**config.mk**
```make
export PLATFORM = sky130hd
export DESIGN_NAME = text_fetch_scheduler
export DESIGN_NICKNAME = d
export VERILOG_FILES = /design/src/rtl/text_fetch_scheduler.sv
export SDC_FILE = /design/constraint.sdc
export NUM_CORES = 1
export LEC_CHECK = 0
export ABC_AREA = 1
export ABC_CLOCK_PERIOD_IN_PS = 3190
export BUFFER_PORTS_ARGS = -buffer_cell sky130_fd_sc_hd__clkbuf_2
export CAP_MARGIN = 25
export CORE_MARGIN = 2
export CORE_UTILIZATION = 50
export CTS_CLUSTER_DIAMETER = 40
export DETAILED_ROUTE_END_ITERATION = 8
export PLACE_DENSITY = 0.87
export SLEW_MARGIN = 15
export SYNTH_ARGS = -nofsm -noshare
export SYNTH_HDL_FRONTEND = slang
export SYNTH_SLANG_ARGS = --single-unit
```
**constraint.sdc**
```tcl
create_clock -name pix_clk -period 3.19 [get_ports pix_clk]
set_input_delay 0.4785 -clock pix_clk [delete_from_list [all_inputs] [get_ports pix_clk]]
set_output_delay 0.4785 -clock pix_clk [all_outputs]
set_load 0.02 [all_outputs]
```
**src/rtl/text_fetch_scheduler.sv**
```systemverilog
`default_nettype none
// ============================================================================
// Module   : text_fetch_scheduler
// Purpose  : Arbitrates the single-port text VRAM of the VGA console between
//            the display line fetch and a write requester.  In the first
//            horizontal-blanking pixel before each new character row the
//            block bursts that row's COLS words from VRAM into the line
//            buffer.  In every other cycle the VRAM port belongs to the
//            writer.
// Revision : 1.0 - initial release
// ----------------------------------------------------------------------------
// Ports
//   pix_clk    in   1       pixel clock, rising edge
//   rst        in   1       asynchronous active-high reset
//   H_count    in   12      horizontal position from the sync generator
//   V_count    in   12      vertical position from the sync generator
//   wr_valid   in   1       writer request (held until granted)
//   wr_addr    in   ADDR_W  writer VRAM address
//   wr_data    in   DATA_W  writer data
//   wr_ready   out  1       writer grant (combinational, low during FETCH)
//   ram_en     out  1       VRAM access enable
//   ram_we     out  1       VRAM write enable
//   ram_addr   out  ADDR_W  VRAM address
//   ram_wdata  out  DATA_W  VRAM write data
//   ram_rdata  in   DATA_W  VRAM read data, one cycle after a read
//   lb_we      out  1       line-buffer write strobe
//   lb_addr    out  LB_AW   line-buffer column
//   lb_data    out  DATA_W  line-buffer data
//   busy       out  1       a burst is in progress (state != IDLE)
//   overrun    out  1       sticky: a fetch trigger arrived during FETCH
// ============================================================================
module text_fetch_scheduler #(
   parameter int COLS           = 80,
   parameter int CHAR_H         = 16,
   parameter int ADDR_W         = 12,
   parameter int DATA_W         = 16,
   parameter int LB_AW          = 7,
   parameter int H_FETCH        = 640,
   parameter int V_ACTIVE_LINES = 480,
   parameter int V_TOTAL        = 525
) (
   input  logic              pix_clk,
   input  logic              rst,
   input  logic [11:0]       H_count,
   input  logic [11:0]       V_count,
   input  logic              wr_valid,
   input  logic [ADDR_W-1:0] wr_addr,
   input  logic [DATA_W-1:0] wr_data,
   output logic              wr_ready,
   output logic              ram_en,
   output logic              ram_we,
   output logic [ADDR_W-1:0] ram_addr,
   output logic [DATA_W-1:0] ram_wdata,
   input  logic [DATA_W-1:0] ram_rdata,
   output logic              lb_we,
   output logic [LB_AW-1:0]  lb_addr,
   output logic [DATA_W-1:0] lb_data,
   output logic              busy,
   output logic              overrun
);

   typedef enum logic [1:0] {
      IDLE  = 2'd0,
      FETCH = 2'd1,
      DRAIN = 2'd2
   } state_t;

   // Timing constants brought to the width of the sync counters so every
   // comparison is made at 12 bits.
   localparam logic [11:0]       H_TRIG    = 12'(H_FETCH);
   localparam logic [11:0]       V_LAST    = 12'(V_TOTAL - 1);
   localparam logic [11:0]       V_ACT     = 12'(V_ACTIVE_LINES);
   // CHAR_H is a power of two, so "line mod CHAR_H" is a mask and
   // "line / CHAR_H" is a shift.
   localparam logic [11:0]       LINE_MASK = 12'(CHAR_H - 1);
   localparam int                ROW_SH    = $clog2(CHAR_H);
   localparam logic [LB_AW-1:0]  LAST_IDX  = LB_AW'(COLS - 1);
   localparam logic [ADDR_W-1:0] COLS_A    = ADDR_W'(COLS);

   state_t            state;
   state_t            state_nxt;
   logic [LB_AW-1:0]  idx;
   logic [LB_AW-1:0]  idx_nxt;
   logic [ADDR_W-1:0] base;
   logic [ADDR_W-1:0] base_nxt;
   logic              set_overrun;

   logic [11:0]       next_line;
   logic [11:0]       text_row;
   logic              trigger;
   logic [ADDR_W-1:0] trig_base;

   // ------------------------------------------------------------------------
   // Fetch trigger: the line about to be displayed is the first scan line of
   // a character row inside the active area, and the beam has just entered
   // horizontal blanking.
   // ------------------------------------------------------------------------
   always_comb begin
      next_line = (V_count == V_LAST) ? 12'd0 : V_count + 12'd1;
      text_row  = next_line >> ROW_SH;
      trigger   = (H_count == H_TRIG) &&
                  (next_line < V_ACT) &&
                  ((next_line & LINE_MASK) == 12'd0);
      trig_base = ADDR_W'(text_row) * COLS_A;
   end

   // ------------------------------------------------------------------------
   // Burst sequencer: next state
   // ------------------------------------------------------------------------
   always_comb begin
      state_nxt   = state;
      idx_nxt     = idx;
      base_nxt    = base;
      set_overrun = 1'b0;

      case (state)
         IDLE: begin
            if (trigger) begin
               state_nxt = FETCH;
               base_nxt  = trig_base;
               idx_nxt   = '0;
            end
         end

         FETCH: begin
            idx_nxt = idx + LB_AW'(1);
            if (idx == LAST_IDX) begin
               state_nxt = DRAIN;
            end
            // A trigger here means the previous burst could not finish in
            // time; flag it and let the current burst run to completion.
            if (trigger) begin
               set_overrun = 1'b1;
            end
         end

         DRAIN: begin
            // The final read's data lands in this cycle through the line
            // buffer pipeline, so a new burst may already start issuing.
            if (trigger) begin
               state_nxt = FETCH;
               base_nxt  = trig_base;
               idx_nxt   = '0;
            end else begin
               state_nxt = IDLE;
            end
         end

         default: begin
            state_nxt = IDLE;
         end
      endcase
   end

   // ------------------------------------------------------------------------
   // VRAM port mux: the fetch owns the port during FETCH, the writer at all
   // other times.  Unused address/data are parked at zero.
   // ------------------------------------------------------------------------
   always_comb begin
      wr_ready  = (state != FETCH);
      busy      = (state != IDLE);
      ram_en    = 1'b0;
      ram_we    = 1'b0;
      ram_addr  = '0;
      ram_wdata = '0;

      if (state == FETCH) begin
         ram_en   = 1'b1;
         ram_addr = base + ADDR_W'(idx);
      end else if (wr_valid) begin
         ram_en    = 1'b1;
         ram_we    = 1'b1;
         ram_addr  = wr_addr;
         ram_wdata = wr_data;
      end
   end

   // Read data is only meaningful while the strobe is up; keep the bus
   // quiet otherwise.
   always_comb begin
      lb_data = lb_we ? ram_rdata : '0;
   end

   // ------------------------------------------------------------------------
   // State, sticky overrun flag and the line-buffer pipeline stage.  The
   // pipeline follows the read issue by one cycle regardless of the state,
   // so the last word of a burst is written during DRAIN (or a new FETCH).
   // ------------------------------------------------------------------------
   always_ff @(posedge pix_clk or posedge rst) begin
      if (rst) begin
         state   <= IDLE;
         idx     <= '0;
         base    <= '0;
         overrun <= 1'b0;
         lb_we   <= 1'b0;
         lb_addr <= '0;
      end else begin
         state <= state_nxt;
         idx   <= idx_nxt;
         base  <= base_nxt;
         if (set_overrun) begin
            overrun <= 1'b1;
         end
         lb_we <= (state == FETCH);
         if (state == FETCH) begin
            lb_addr <= idx;
         end
      end
   end

endmodule
`default_nettype wire

```
## Word level (Yosys, flattened, before mapping)

Cells that the tools add are included.
W data, S select, Z words.

| word-level totals | value |
|---|---|
| register bits | 26 |
| input port bits | 71 |
| output and inout port bits | 57 |
| word-level logic and storage cells | 47 |

| cells by class | value |
|---|---|
| add/sub/neg operators | 3 |
| muxes and demuxes | 17 |
| magnitude comparators | 1 |
| equality and inequality tests | 9 |
| multipliers | 1 |
| reduce and logical (&&, ||, !) cells | 10 |

Operators by type and width:

| cell | number |
|---|---|
| $mux W16 | 3 |
| $mux W12 | 3 |
| $eq A12 B10 Y1 const B | 2 |
| $pmux W7 S2 | 1 |
| $add A12 B1 Y12 const B | 1 |
| $add A12 B7 Y12 | 1 |
| $logic_not A12 Y1 | 1 |
| $lt A12 B9 Y1 const B | 1 |
| $mul A8 B3 Y8 const B | 1 |
| $add A7 B1 Y7 const B | 1 |
| $eq A7 B7 Y1 const B | 1 |
| $mux W7 | 1 |
| $mux W1 | 6 |
| $pmux W2 S3 | 1 |
| $reduce_and A2 Y1 | 3 |
| $mux W2 | 2 |
| $ne A2 B1 Y1 const B | 2 |
| $ne A2 B2 Y1 const B | 2 |
| $reduce_bool A2 Y1 | 2 |
| $eq A2 B1 Y1 const B | 1 |
| $eq A2 B2 Y1 const B | 1 |
| $logic_and A1 B1 Y1 | 2 |
| $logic_not A2 Y1 | 1 |
| $reduce_or A2 Y1 | 1 |

## Logic depth before layout (Yosys ltp)

| depth | value |
|---|---|
| depth in word-level cells | 7 |
| gate-level depth with buffers | 22 |
| depth with buffers taken out | 22 |

## Worst setup path before layout

OpenSTA, ideal clock, no wires.

| timing path | value |
|---|---|
| path kind | input -> register |
| from | input V_count[0] |
| to | register base[11] |
| path slack | 0.247 ns |
| stages on the path | 22 |
| library setup time | 0.113 ns |
| path buffers | 0 |
| data required time | 3.077 ns |
| data arrival time | 2.830 ns |
| cells stage by stage | ha_1 > inv_1 > nor2_1 > inv_1 > or2_2 > a21boi_1 > ha_1 > ha_1 > inv_1 > fa_1 > inv_1 > a21oi_1 > o21bai_1 > inv_1 > nand2_1 > nand2_1 > inv_1 > nand2_1 > nand2_1 > nand2_1 > nand2_1 > inv_1 |

| between the ends | value |
|---|---|
| word-level cells in the longest chain between the ends | 6 |
| elaborated cells between the ends (all ways) | 9 |
| classes of those cells | add/sub: 1; mul: 1; order compare: 1; eq/ne: 1; mux: 1; reduce/logical: 4 |

RTL lines:

| what | line | text |
|---|---|---|
| start, declared | 45 | `input logic [11:0] V_count,` |
| $add A12 B1 Y12 or $eq A12 B10 Y1 (tied branches) | 99 | `next_line = (V_count == V_LAST) ? 12'd0 : V_count + 12'd1;` |
| $mux W12 (*) | 99 |  |
| net next_line[4] | 88 | `logic [11:0] next_line;` |
| parallel branches: the longest is 4 deep, another holds $mul A8 B3 Y8 | n/a |  |
| end signal, assigned | 200 | `base <= base_nxt;` |
| end, declared | 84 | `logic [ADDR_W-1:0] base;` |

Mark *: on every way through the listed nets, which the timed path passes.
A chain may end at the register's enable or synchronous reset.

## Worst setup path after layout

Same ends and word-level chain as after synthesis.

==> flow_metrics.tcl <==
set metrics [dict create \
    worstPathArrival_ps 3110 \
    initial_core_util_pct 52.9 \
    netlist_area_sq_um 2550 \
    cts_buffer_depth 2 \
    reg2reg_depth 7 \
    dr.pass1.iters 4 \
    drtIter0Drc 135 \
    clk_pin_slew_worst_paths_ps 90 \
    crit_path_top_delay_cell "fa_1" \
    cts_htree_levels 1 \
    synthArstFlopShare_pct 100 \
    cpPeakStageDelay_ps 390 \
    status "finished clean" \
    synth_cells 400 \
    seq_area_frac_synth_pct 25.5 \
    power_density_nw_per_um2 239 \
    worstPathCellList "clkbuf_2 -> ha_1 -> inv_1 -> nor2_2 -> inv_1 -> or2_2 -> a21boi_2 -> ha_1 -> ha_1 -> inv_1 -> fa_1 -> inv_1 -> a21oi_1 -> o21bai_1 -> inv_1 -> nand2_1 -> nand2_1 -> inv_1 -> nand2_1 -> nand2_1 -> nand2_1 -> nand2_1 -> inv_1" \
    clock_latency_ps 280 \
    cp-start-kind "input pin" \
    clock-sinks 26 \
    cp_common_cell "inv_1" \
    place_worst_setup_slack_ps -141 \
    max_slew_margin_pct 67.4 \
    rows 25 \
    cts_root_buf "clkbuf_8" \
    portBuffers 127 \
    area_growth_pct 31.2 \
    fmax_ghz 0.341 \
    ctsHoldBuffers 0 \
    hold_viol 0 \
    crit_required_ps 3370 \
    path_class "in -> reg" \
    num_io_pins 128 \
    synthTopCellsByCount "120 x nand2_1, 65 x inv_1, 61 x nor2_1, 26 x dfrtp_1, 21 x nand3_1" \
    grt_first_pass_wirelength_um 10800 \
    via_per_inst 4.90 \
    grtUsageTotal_pct 23.6 \
    grt_max_degree 29 \
    synth_warnings 0 \
    syn-num-nets 488 \
    postCtsSetupBuffers 0 \
    die_y_um 75.4 \
    core-area_sq_um 4820 \
    dp_cells 588 \
    num_vias 2903 \
    setup_ws_ps 257 \
    yosys.cell_count.top_type "nand2_1" \
    ff2ff_setup_slack_ps 1660 \
    maxCapViolCount 0 \
    diodes 0 \
    synth.distinct_cells 34 \
    ant_nets 0 \
    antenna_found_initial 0 \
    peakVddDrop_uv 145 \
    synth_top_cell_by_area "dfrtp_1" \
    crit_buf_inv 8 \
    synth.area.top_cells "dfrtp_1 26%, nand2_1 18%, inv_1 9.6%, nor2_1 9.0%, ha_1 7.4%" \
    layout.cells.non_filler 593 \
    worst-path-stages 23 \
    drc 0 \
    cts_tree "built" \
    setup_viol 0 \
    drv_slew 0 \
    routed_wl_um 6690 \
    min_period_ps 2930 \
    cts_made_buffers 3 \
    gp_congestion 0.899 \
    synth_top_area_share_pct 25.5 \
    gr-total-overflow 0 \
    max_slew.worst_pin.slew_ps 490 \
    hold_path_class "in -> async" \
    nNetsFinal 615 \
    cp_top_family "adder cells" \
    power.leakage_nw 2.01 \
    syn_avg_cell_area_sq_um 6.37 \
    fin_crit_sh_pct 92.0 \
    die_w_um 75.4 \
    finClkSkew_ps 1.16 \
    post_drt_wl_per_cell_um 11.3 \
    end_kind "flip-flop" \
    hpwl_um 5450 \
    ys.flop_type "dfrtp_1" \
    hold_ws_ps 102 \
    synth_edf_count 0 \
    layout-drive-gt1-share_pct 33.3 \
    num-fill-cells 420 \
    rsz0062_at_grt "false" \
    dieArea_sq_um 5680 \
    ys_ff_latch 26 \
    grt_pass1_vias 2603 \
    worstPathMaxFanout 4 \
]
## through the flow
stage          area (sq um)  setup TNS [ps]  utilization (%)  power [W]
2_1_floorplan          2550               0                -   0.000443
3_3_place_gp           3250               0             67.5   0.000516
4_1_cts                3320               0             68.9   0.000799
6_report               3340               0             69.4   0.000798
5_1_grt                3340               0             69.4   0.000840
3_5_place_dp           3250            -141             67.5   0.000524
## kinds of logic (layout without fill, tap and decap cells)
| logic type | after synthesis | in the layout | share of synthesized area [%] |
|---|---|---|---|
| compound gates | 35 | 35 | 8.35 |
| xor+xnor | 3 | 3 | 1.03 |
| fa+ha+maj | 17 | 17 | 8.94 |
| buf+inv | 81 | 207 | 12.6 |
| flops | 26 | 26 | 25.5 |
| simple gates | 238 | 238 | 43.6 |
## layout by cell type, fill, tap and decap left out, types with 6 or more instances in the layout
cell type,count
nand3_1,21
inv_1,65
nor2_2,7
nor2_1,59
nand3_2,8
a21oi_1,6
nand2_1,120
clkbuf_2,127
o21ai_0,19
ha_1,15
dfrtp_1,26
## final timing paths
kind | to | startpoint
worst min register to register | lb_addr[0] | lb_addr[0]
max in group asynchronous | base[9] | rst
min in group pix_clk | lb_addr[0] | lb_addr[0]
worst max register to register | idx[4] | state[0]
worst max-delay path | base[11] | V_count[0]
worst min-delay path | lb_addr[3] | rst
## sequential cells by signal, indices dropped and copies added (netlist names)
name and count:
overrun 1, state 2, idx 7, lb_addr 7, lb_we 1, base 8
## where the power goes
| group | total, W | internal (W) | leakage [nW] | switching [W] |
|---|---|---|---|---|
| Clock | 0.000277 | 0.000168 | 0.0357 | 0.000109 |
| Sequential | 0.000329 | 0.000329 | 0.299 | 0.00000000204 |
| Combinational | 0.000192 | 0.0000799 | 1.67 | 0.000112 |
## metal layers
layer	wire, um	vias to the layer above	GRT usage [%]
met2	3380	125	44.1
met3	486	7	2.51
met1	2740	1290	28.8
met4	78	0	6.24
met5	0	-	0
li1	-	1481	-
## area by class of cell
class	instances	area [sq um]	area share (%)
well taps	67	83.8	2.51
repair buffers	133	688	20.6
clock inverters	1	30.0	0.899
clock buffers	3	41.3	1.24
multi-input cells	293	1590	47.4
flip-flops and latches	26	651	19.5
inverters	70	263	7.86
## timing repair
action | 4_1_cts | 5_1_grt
gates resized for setup | 0 | 2
endpoints found under the hold margin | 0 | 0
setup endpoints to repair | 0 | 1
Note: power is estimated with default switching activity, not from simulation.
